**config.mk**
```make
export PLATFORM = sky130hd
export DESIGN_NAME = rc4_key_sched
export DESIGN_NICKNAME = d
export VERILOG_FILES = /design/src/rtl/rc4_key_sched.sv
export SDC_FILE = /design/constraint.sdc
export NUM_CORES = 1
export LEC_CHECK = 0
export CORE_UTILIZATION = 59
export CTS_CLUSTER_SIZE = 20
export DETAILED_ROUTE_END_ITERATION = 10
export PLACE_DENSITY_LB_ADDON = 0.25
export REMOVE_ABC_BUFFERS = 1
export SYNTH_ARGS = -nofsm -noshare
export SYNTH_HDL_FRONTEND = slang
export SYNTH_SLANG_ARGS = --single-unit
```
**constraint.sdc**
```tcl
create_clock -name clk -period 2.28 [get_ports clk]
set_input_delay 0.456 -clock clk [delete_from_list [all_inputs] [get_ports clk]]
set_output_delay 0.456 -clock clk [all_outputs]
set_load 0.005 [all_outputs]
```
**src/rtl/rc4_key_sched.sv**
```systemverilog
// RC4 key-schedule sequencer: steps key_gene through INIT -> KEY_GENE -> EN_DE_CODE and
// streams K[i mod L]. Optional key_gene count cross-check is enabled by RC4_SYNC_CHECK_EN.
module rc4_key_sched #(
  parameter int KEY_MAX   = 16,
  parameter int KSA_STEPS = 256
) (
  input  logic       clk,
  input  logic       rst,
  input  logic       key_wr_en,
  input  logic [3:0] key_wr_addr,
  input  logic [7:0] key_wr_data,
  input  logic [4:0] key_len,
  input  logic       start,
  input  logic       abort,
  input  logic       data_rready,
  input  logic [8:0] count,
  output logic [1:0] NS,
  output logic [7:0] key_init,
  output logic       busy,
  output logic       done,
  output logic       sync_err
);

  localparam int KIDX_W = $clog2(KEY_MAX);
  localparam int CNT_W  = $clog2(KSA_STEPS);

  localparam logic [1:0] NS_INIT = 2'b00;
  localparam logic [1:0] NS_KSA  = 2'b01;
  localparam logic [1:0] NS_RUN  = 2'b10;

  typedef enum logic [1:0] {S_IDLE, S_INIT, S_KSA, S_RUN} state_t;

  state_t              state_q, state_d;
  logic [1:0]          ns_q, ns_d;
  logic [7:0]          key_init_q, key_init_d;
  logic                busy_q, busy_d;
  logic                done_q, done_d;
  logic [KIDX_W-1:0]   len_m1_q, len_m1_d;
  logic [KIDX_W-1:0]   kidx_q, kidx_d;
  logic [CNT_W-1:0]    kcnt_q, kcnt_d;

  logic [7:0]          key_mem [KEY_MAX];
  logic [KIDX_W-1:0]   kidx_nxt;
  logic [KIDX_W-1:0]   len_sel;
  logic                start_acc;

  // Key file has no reset so its contents survive rst; writable only while parked in IDLE
  always_ff @(posedge clk) begin
    if (key_wr_en && (state_q == S_IDLE)) begin
      key_mem[key_wr_addr] <= key_wr_data;
    end
  end

  assign start_acc = start && !abort && ((state_q == S_IDLE) || (state_q == S_RUN));
  assign kidx_nxt  = (kidx_q == len_m1_q) ? '0 : kidx_q + KIDX_W'(1);
  assign len_sel   = ((key_len == 5'd0) || (key_len > 5'(KEY_MAX))) ?
                     KIDX_W'(KEY_MAX - 1) : KIDX_W'(key_len - 5'd1);

  always_comb begin
    state_d    = state_q;
    ns_d       = ns_q;
    key_init_d = key_init_q;
    busy_d     = busy_q;
    done_d     = done_q;
    len_m1_d   = len_m1_q;
    kidx_d     = kidx_q;
    kcnt_d     = kcnt_q;
    if (abort) begin
      state_d    = S_IDLE;
      ns_d       = NS_INIT;
      key_init_d = 8'd0;
      busy_d     = 1'b0;
      done_d     = 1'b0;
    end else begin
      case (state_q)
        S_IDLE, S_RUN: begin
          if (start) begin
            state_d    = S_INIT;
            ns_d       = NS_INIT;
            key_init_d = 8'd0;
            busy_d     = 1'b1;
            done_d     = 1'b0;
            len_m1_d   = len_sel;
          end
        end
        S_INIT: begin
          if (data_rready) begin
            state_d    = S_KSA;
            ns_d       = NS_KSA;
            key_init_d = key_mem[0];
            kidx_d     = '0;
            kcnt_d     = '0;
          end
        end
        S_KSA: begin
          kidx_d     = kidx_nxt;
          key_init_d = key_mem[kidx_nxt];
          kcnt_d     = kcnt_q + CNT_W'(1);
          if (kcnt_q == CNT_W'(KSA_STEPS - 1)) begin
            state_d    = S_RUN;
            ns_d       = NS_RUN;
            key_init_d = 8'd0;
            busy_d     = 1'b0;
            done_d     = 1'b1;
          end
        end
        default: state_d = S_IDLE;
      endcase
    end
  end

  always_ff @(posedge clk or negedge rst) begin
    if (!rst) begin
      state_q    <= S_IDLE;
      ns_q       <= NS_INIT;
      key_init_q <= 8'd0;
      busy_q     <= 1'b0;
      done_q     <= 1'b0;
      len_m1_q   <= '0;
      kidx_q     <= '0;
      kcnt_q     <= '0;
    end else begin
      state_q    <= state_d;
      ns_q       <= ns_d;
      key_init_q <= key_init_d;
      busy_q     <= busy_d;
      done_q     <= done_d;
      len_m1_q   <= len_m1_d;
      kidx_q     <= kidx_d;
      kcnt_q     <= kcnt_d;
    end
  end

`ifdef RC4_SYNC_CHECK_EN
  logic [CNT_W-1:0] kcnt_dly_q;
  logic             sync_err_q, sync_err_d;
  logic             unused_count_msb;

  // key_gene answers one cycle late, so the first KSA cycle has nothing to compare yet
  always_comb begin
    sync_err_d = sync_err_q;
    if (start_acc) begin
      sync_err_d = 1'b0;
    end else if ((state_q == S_KSA) && (kcnt_q != '0) &&
                 (count[CNT_W-1:0] != kcnt_dly_q)) begin
      sync_err_d = 1'b1;
    end
  end

  always_ff @(posedge clk or negedge rst) begin
    if (!rst) begin
      kcnt_dly_q <= '0;
      sync_err_q <= 1'b0;
    end else begin
      kcnt_dly_q <= kcnt_q;
      sync_err_q <= sync_err_d;
    end
  end

  assign unused_count_msb = ^count[8:CNT_W];
  assign sync_err         = sync_err_q;
`else
  logic unused_count;
  assign unused_count = ^{count, start_acc};
  assign sync_err     = 1'b0;
`endif

  assign NS       = ns_q;
  assign key_init = key_init_q;
  assign busy     = busy_q;
  assign done     = done_q;

endmodule

```
* Yosys cells after proc, flatten, opt, wreduce, memory -nomap -nowiden
Memories as Yosys holds them, arrays and structs flattened.
Cells that the tools add are included.
** Operators by class
- Equal/unequal tests :: 9
- Reductions and logical operators :: 12
- Magnitude comparators :: 1
- Muxes and demuxes :: 31
- Add/subtract/negate cells :: 3
- Bitwise logic cells :: 1
** Operators by type and width (number)
- $mux 8 :: 5
- $pmux 8 s3 :: 1
- $mux 2 :: 8
- $pmux 8 s2 :: 1
- $mux 4 :: 3
- $pmux 2 s3 :: 2
- $reduce_and 3->1 :: 4
- $ne 3x3->1 const B :: 3
- $add 8x1->8 const B :: 1
- $eq 8x8->1 const B :: 1
- $mux 1 :: 8
- $pmux 4 s2 :: 1
- $gt 5x5->1 const B :: 1
- $logic_not 5->1 :: 1
- $add 4x1->4 const B :: 1
- $eq 2x2->1 const B :: 2
- $eq 4x4->1 :: 1
- $pmux 1 s2 :: 2
- $sub 4x1->4 const B :: 1
- $reduce_bool 3->1 :: 1
- $eq 2x1->1 const B :: 1
- $logic_not 2->1 :: 1
- $ne 2x2->1 const B :: 1
- $reduce_and 2->1 :: 1
- 5 further kinds :: 5
** Storage, ports and cells
- Memory bits (writable) :: 128
- Bits in registers :: 30
- Memories kept :: 1
- Output and inout bits :: 13
- Input bits :: 32
** Memory list
- key_mem :: words 16, bits a word 8, read ports 2, clocked after Yosys merged registers in 0, write ports 1, line 42 : logic [7:0] key_mem [KEY_MAX];

* Depth between registers and ports, before layout
An unclocked memory read counts as a cell.
- Depth in word-level cells :: 6
- Mapped depth :: 8
- Mapped depth without buffers :: 7

* Worst setup path before layout
OpenSTA, ideal clock, no wires.
- Kind :: register to register
- From :: register kidx_q[1]
- To :: register key_init_q[7], in the netlist key_init[7]
- Library setup time :: 0.064 ns
- Clock period less this slack :: 2.053 ns
- Cell stages (with the launch flop) :: 8
- Path buffers :: 1
- Slack :: 0.227 ns
- Required time :: 2.216 ns
- Data arrival time :: 1.989 ns
- Cells stage by stage :: dfrtp_1 -> ha_1 -> or2_2 -> a41oi_1 -> buf_2 -> nand2_1 -> a31oi_1 -> a31o_2
** Between the ends
- Longest elaborated chain between the ends :: 6
- Elaborated cells between the ends (all ways) :: 7
** RTL lines
- start: declaration :: line 39 : logic [KIDX_W-1:0] kidx_q, kidx_d;
- start signal: assignment :: line 129 : kidx_q <= kidx_d;
- $add 4x1->4 or $eq 4x4->1 (tied branches) :: line 55 : assign kidx_nxt = (kidx_q == len_m1_q) ? '0 : kidx_q + KIDX_W'(1);
- $mux 4 * :: line 55
- $mem_v2 16x8 *
- $mux 8 * :: line 99 : if (kcnt_q == CNT_W'(KSA_STEPS - 1)) begin
- $pmux 8 s3 * :: line 75 : case (state_q)
- $mux 8 * :: line 68 : if (abort) begin
- end signal: assignment :: line 125 : key_init_q <= key_init_d;
- end: declaration :: line 35 : logic [7:0] key_init_q, key_init_d;
Mark *: on every way between the ends. The rest lies on a longest branch, timed or not.
A chain may end at the register's enable or synchronous reset.

* Final worst setup path
- From :: register kidx_q[0]
- To :: register key_init_q[7], in the netlist key_init[7]
The elaborated chain is that of the path after synthesis.

==> flow_metrics.env <==
export IMPL_syn_cell_area_um2=6790
export IMPL_h_tree_depth=4
export IMPL_ant_nets=0
export IMPL_rsz0062_at_grt="false"
export IMPL_clk_path_buf_depth=2
export IMPL_synthToLayoutAreaGrowth_pct=20.1
export IMPL_place_congestion=0.845
export IMPL_numCtsBuffers=17
export IMPL_critPathMaxFanout=7
export IMPL_crit_path_end_kind="flop"
export IMPL_synth_edf_count=128
export IMPL_drv_cap=0
export IMPL_start_util_pct=61.5
export IMPL_drv_slew=0
export IMPL_hp_class="in -> async"
export IMPL_tightest_slew_ns=0.714
export IMPL_routed_wl_mm=15.2
export IMPL_rows=38
export IMPL_peakVddDrop_v=0.000823
export IMPL_path_clk_slew_ns=0.06
export IMPL_nets=588
export IMPL_cts_root_buf="clkbuf_16"
export IMPL_hold_violations=0
export IMPL_critPathKind="reg -> reg"
export IMPL_clk_latency_ns=0.42
export IMPL_synthFlopType="edfxtp_1"
export IMPL_pre_cts_ws_ns=0.0514
export IMPL_postSynthCellCount=476
export IMPL_route_detailed_drc=0
export IMPL_fin_total_pwr_uw=9090
export IMPL_vias=4378
export IMPL_avgSynthCellArea_um2=14.3
export IMPL_placedCellCount=668
export IMPL_wl_per_cell_um=21.6
export IMPL_grt_usage_pct=27.7
export IMPL_finClkSkew_ns=0.00645
export IMPL_dpl_hpwl_mm=9.68
export IMPL_cts_tree="done"
export IMPL_ioPinCount=45
export IMPL_synthArstFlopShare_pct=19.0
export IMPL_yosys_warnings=0
export IMPL_worst_endpoint_required_ns=2.58
export IMPL_ys_seq_area_share_pct=67.7
export IMPL_ys_ff_latch=158
export IMPL_dieArea_um2=11900
export IMPL_die_w_um=109
export IMPL_final_instance_count_excl_fill=702
export IMPL_clock_fmax_ghz=0.449
export IMPL_grt_pass1_wl_mm=23.4
export IMPL_n_antenna_cell=0
export IMPL_routed_via_density=6.24
export IMPL_grt_pass1_vias=4382
export IMPL_grt_overflow=0
export IMPL_power_leakage_uw=0.00285
export IMPL_outcome="completed"
export IMPL_start_kind="flop"
export IMPL_ys_types=53
export IMPL_slew_headroom_pct=52.2
export IMPL_setup_ws_ns=0.0510
export IMPL_grt_max_degree=45
export IMPL_core_um2=11000
export IMPL_fin_setup_tns_ns=0
export IMPL_cts_sinks=158
export IMPL_drt_iter0_drc=430
export IMPL_numPortBuffers=34
export IMPL_fin_crit_ns=2.23
export IMPL_setup_viol=0
export IMPL_power_density_nw_per_um2=1110
export IMPL_die_h_um=109
export IMPL_finalCritPeriodShare_pct=97.8
export IMPL_drive_gt1_share_pct=17.4
export IMPL_antenna_found_initial=0
export IMPL_cp_data_arrival_time_ns=2.53
export IMPL_drt_pre_antenna_iters=5
## cell type report
class | count | area [um^2]
sequential | 158 | 4600
fill | 699 | 2880
multi-input combinational | 289 | 2110
timing repair buffer | 73 | 646
clock buffer | 22 | 454
tap | 140 | 175
clock inverter | 10 | 141
inverter | 10 | 37.5
## synth_stat cells (3+ instances only)
| cell type | n | share of area, % |
|---|---|---|
| buf_6 | 3 | 0.50 |
| inv_1 | 10 | 0.55 |
| ha_1 | 7 | 1.3 |
| a21oi_1 | 29 | 2.1 |
| mux2_2 | 8 | 1.3 |
| o21ai_0 | 12 | 0.88 |
| xor2_1 | 4 | 0.52 |
| edfxtp_1 | 128 | 57 |
| or3_1 | 10 | 0.92 |
| nand4_1 | 3 | 0.28 |
| a31oi_1 | 15 | 1.4 |
| nand2b_1 | 5 | 0.46 |
| a221oi_1 | 7 | 0.90 |
| nor2_1 | 40 | 2.2 |
| dfrtp_1 | 30 | 11 |
| o2bb2ai_1 | 7 | 0.90 |
| a31o_1 | 6 | 0.77 |
| nand3_1 | 9 | 0.66 |
| nor3_1 | 14 | 1.0 |
| nand2_1 | 29 | 1.6 |
| a22o_1 | 10 | 1.3 |
| a211o_1 | 8 | 1.0 |
| clkbuf_1 | 8 | 0.44 |
| mux2i_1 | 23 | 3.4 |
| o221ai_1 | 7 | 0.90 |
| buf_2 | 6 | 0.44 |
| xnor2_2 | 3 | 0.72 |
| xnor2_1 | 5 | 0.65 |
## metrics by stage
step / hold slack (ns) / utilization (%) / area (um^2)
final: 0.447 / 73.9 / 8160
after global routing: 0.498 / 73.9 / 8160
after CTS: 0.455 / 73.4 / 8090
after detailed placement: 0.504 / 67.9 / 7490
after global placement: 0.483 / 67.9 / 7490
after floorplan: 0.160 / - / 6680
## cell usage in the layout (no fill, tap or decap), types with 6 or more instances in the layout
cell type / count
edfxtp_1: 128
nor2_1: 40
buf_4: 38
clkdlybuf4s50_1: 34
dfrtp_1: 29
nand2_1: 29
a21oi_1: 28
mux2i_1: 23
clkbuf_16: 17
nor3_1: 14
a31oi_1: 14
o21ai_0: 12
inv_1: 10
or3_1: 10
a22o_1: 10
nand3_1: 9
mux2_2: 8
a211o_1: 8
o2bb2ai_1: 7
o221ai_1: 7
ha_1: 7
a31o_1: 6
a221oi_1: 6
## final timing paths
kind / from / end / slack (ns) / depth (start not counted)
setup reg to reg: kidx_q[0]$_DFFE_PN0P_ / key_init[7]$_DFFE_PN0P_ / 0.05 / 8
min in group clk: kcnt_q[0]$_DFFE_PN0P_ / kcnt_q[0]$_DFFE_PN0P_ / 0.51 / 1
hold / removal: rst / busy$_DFFE_PN0P_ / 0.45 / 2
max in group asynchronous: rst / kidx_q[0]$_DFFE_PN0P_ / 1.51 / 2
hold reg to reg: kcnt_q[0]$_DFFE_PN0P_ / kcnt_q[0]$_DFFE_PN0P_ / 0.51 / 1
setup / recovery: kidx_q[0]$_DFFE_PN0P_ / key_init[7]$_DFFE_PN0P_ / 0.05 / 8
## cell families (layout without fill, tap and decap cells)
kind of cell | Yosys count | count (layout) | synth area share, %
and+or+nand+nor | 120 | 120 | 8.51
AOI/OAI and AO/OA | 113 | 113 | 12.1
other | 1 | 1 | 0.0552
DFF | 158 | 158 | 67.7
muxes | 33 | 33 | 5.38
buffers and inverters | 29 | 115 | 2.10
adders and majority gates | 7 | 7 | 1.29
xor gates and xnor gates | 15 | 15 | 2.93
## flip-flops by register name, indices dropped and copies added (netlist names)
name and flops:
key_init 8, state_q 2, len_m1_q 4, busy 1, key_mem 128, NS 2
kcnt_q 8, done 1, kidx_q 4
## per-layer routing
| layer | global-route usage [%] | vias up | wire, um |
|---|---|---|---|
| li1 | - | 1991 | - |
| met1 | 35.5 | 2170 | 6260 |
| met2 | 45.3 | 183 | 7530 |
| met3 | 6.34 | 34 | 1010 |
| met4 | 12.6 | 0 | 395 |
| met5 | 0 | - | 0 |
## critical path: stages, from the launching register on
cell      delay [ns]
dfrtp_2         0.43
ha_1            0.29
buf_4           0.19
xnor2_4         0.19
a41oi_4         0.06
buf_4           0.20
a221oi_1        0.25
o221ai_1        0.22
a31o_2          0.29
## repair_timing
item,4_1_cts,5_1_grt
pin swaps,0,1
setup endpoints to repair,1,5
setup buffers,0,2
hold buffers,0,0
resized for setup,1,6
## where the power goes
part / leakage [uW] / total, uW / internal, uW / switching, uW
clock network: 0.000285 / 2840 / 1750 / 1080
registers: 0.00154 / 3510 / 3330 / 175
logic: 0.00102 / 2740 / 1120 / 1620
Note: power is estimated with default switching activity, not from simulation.
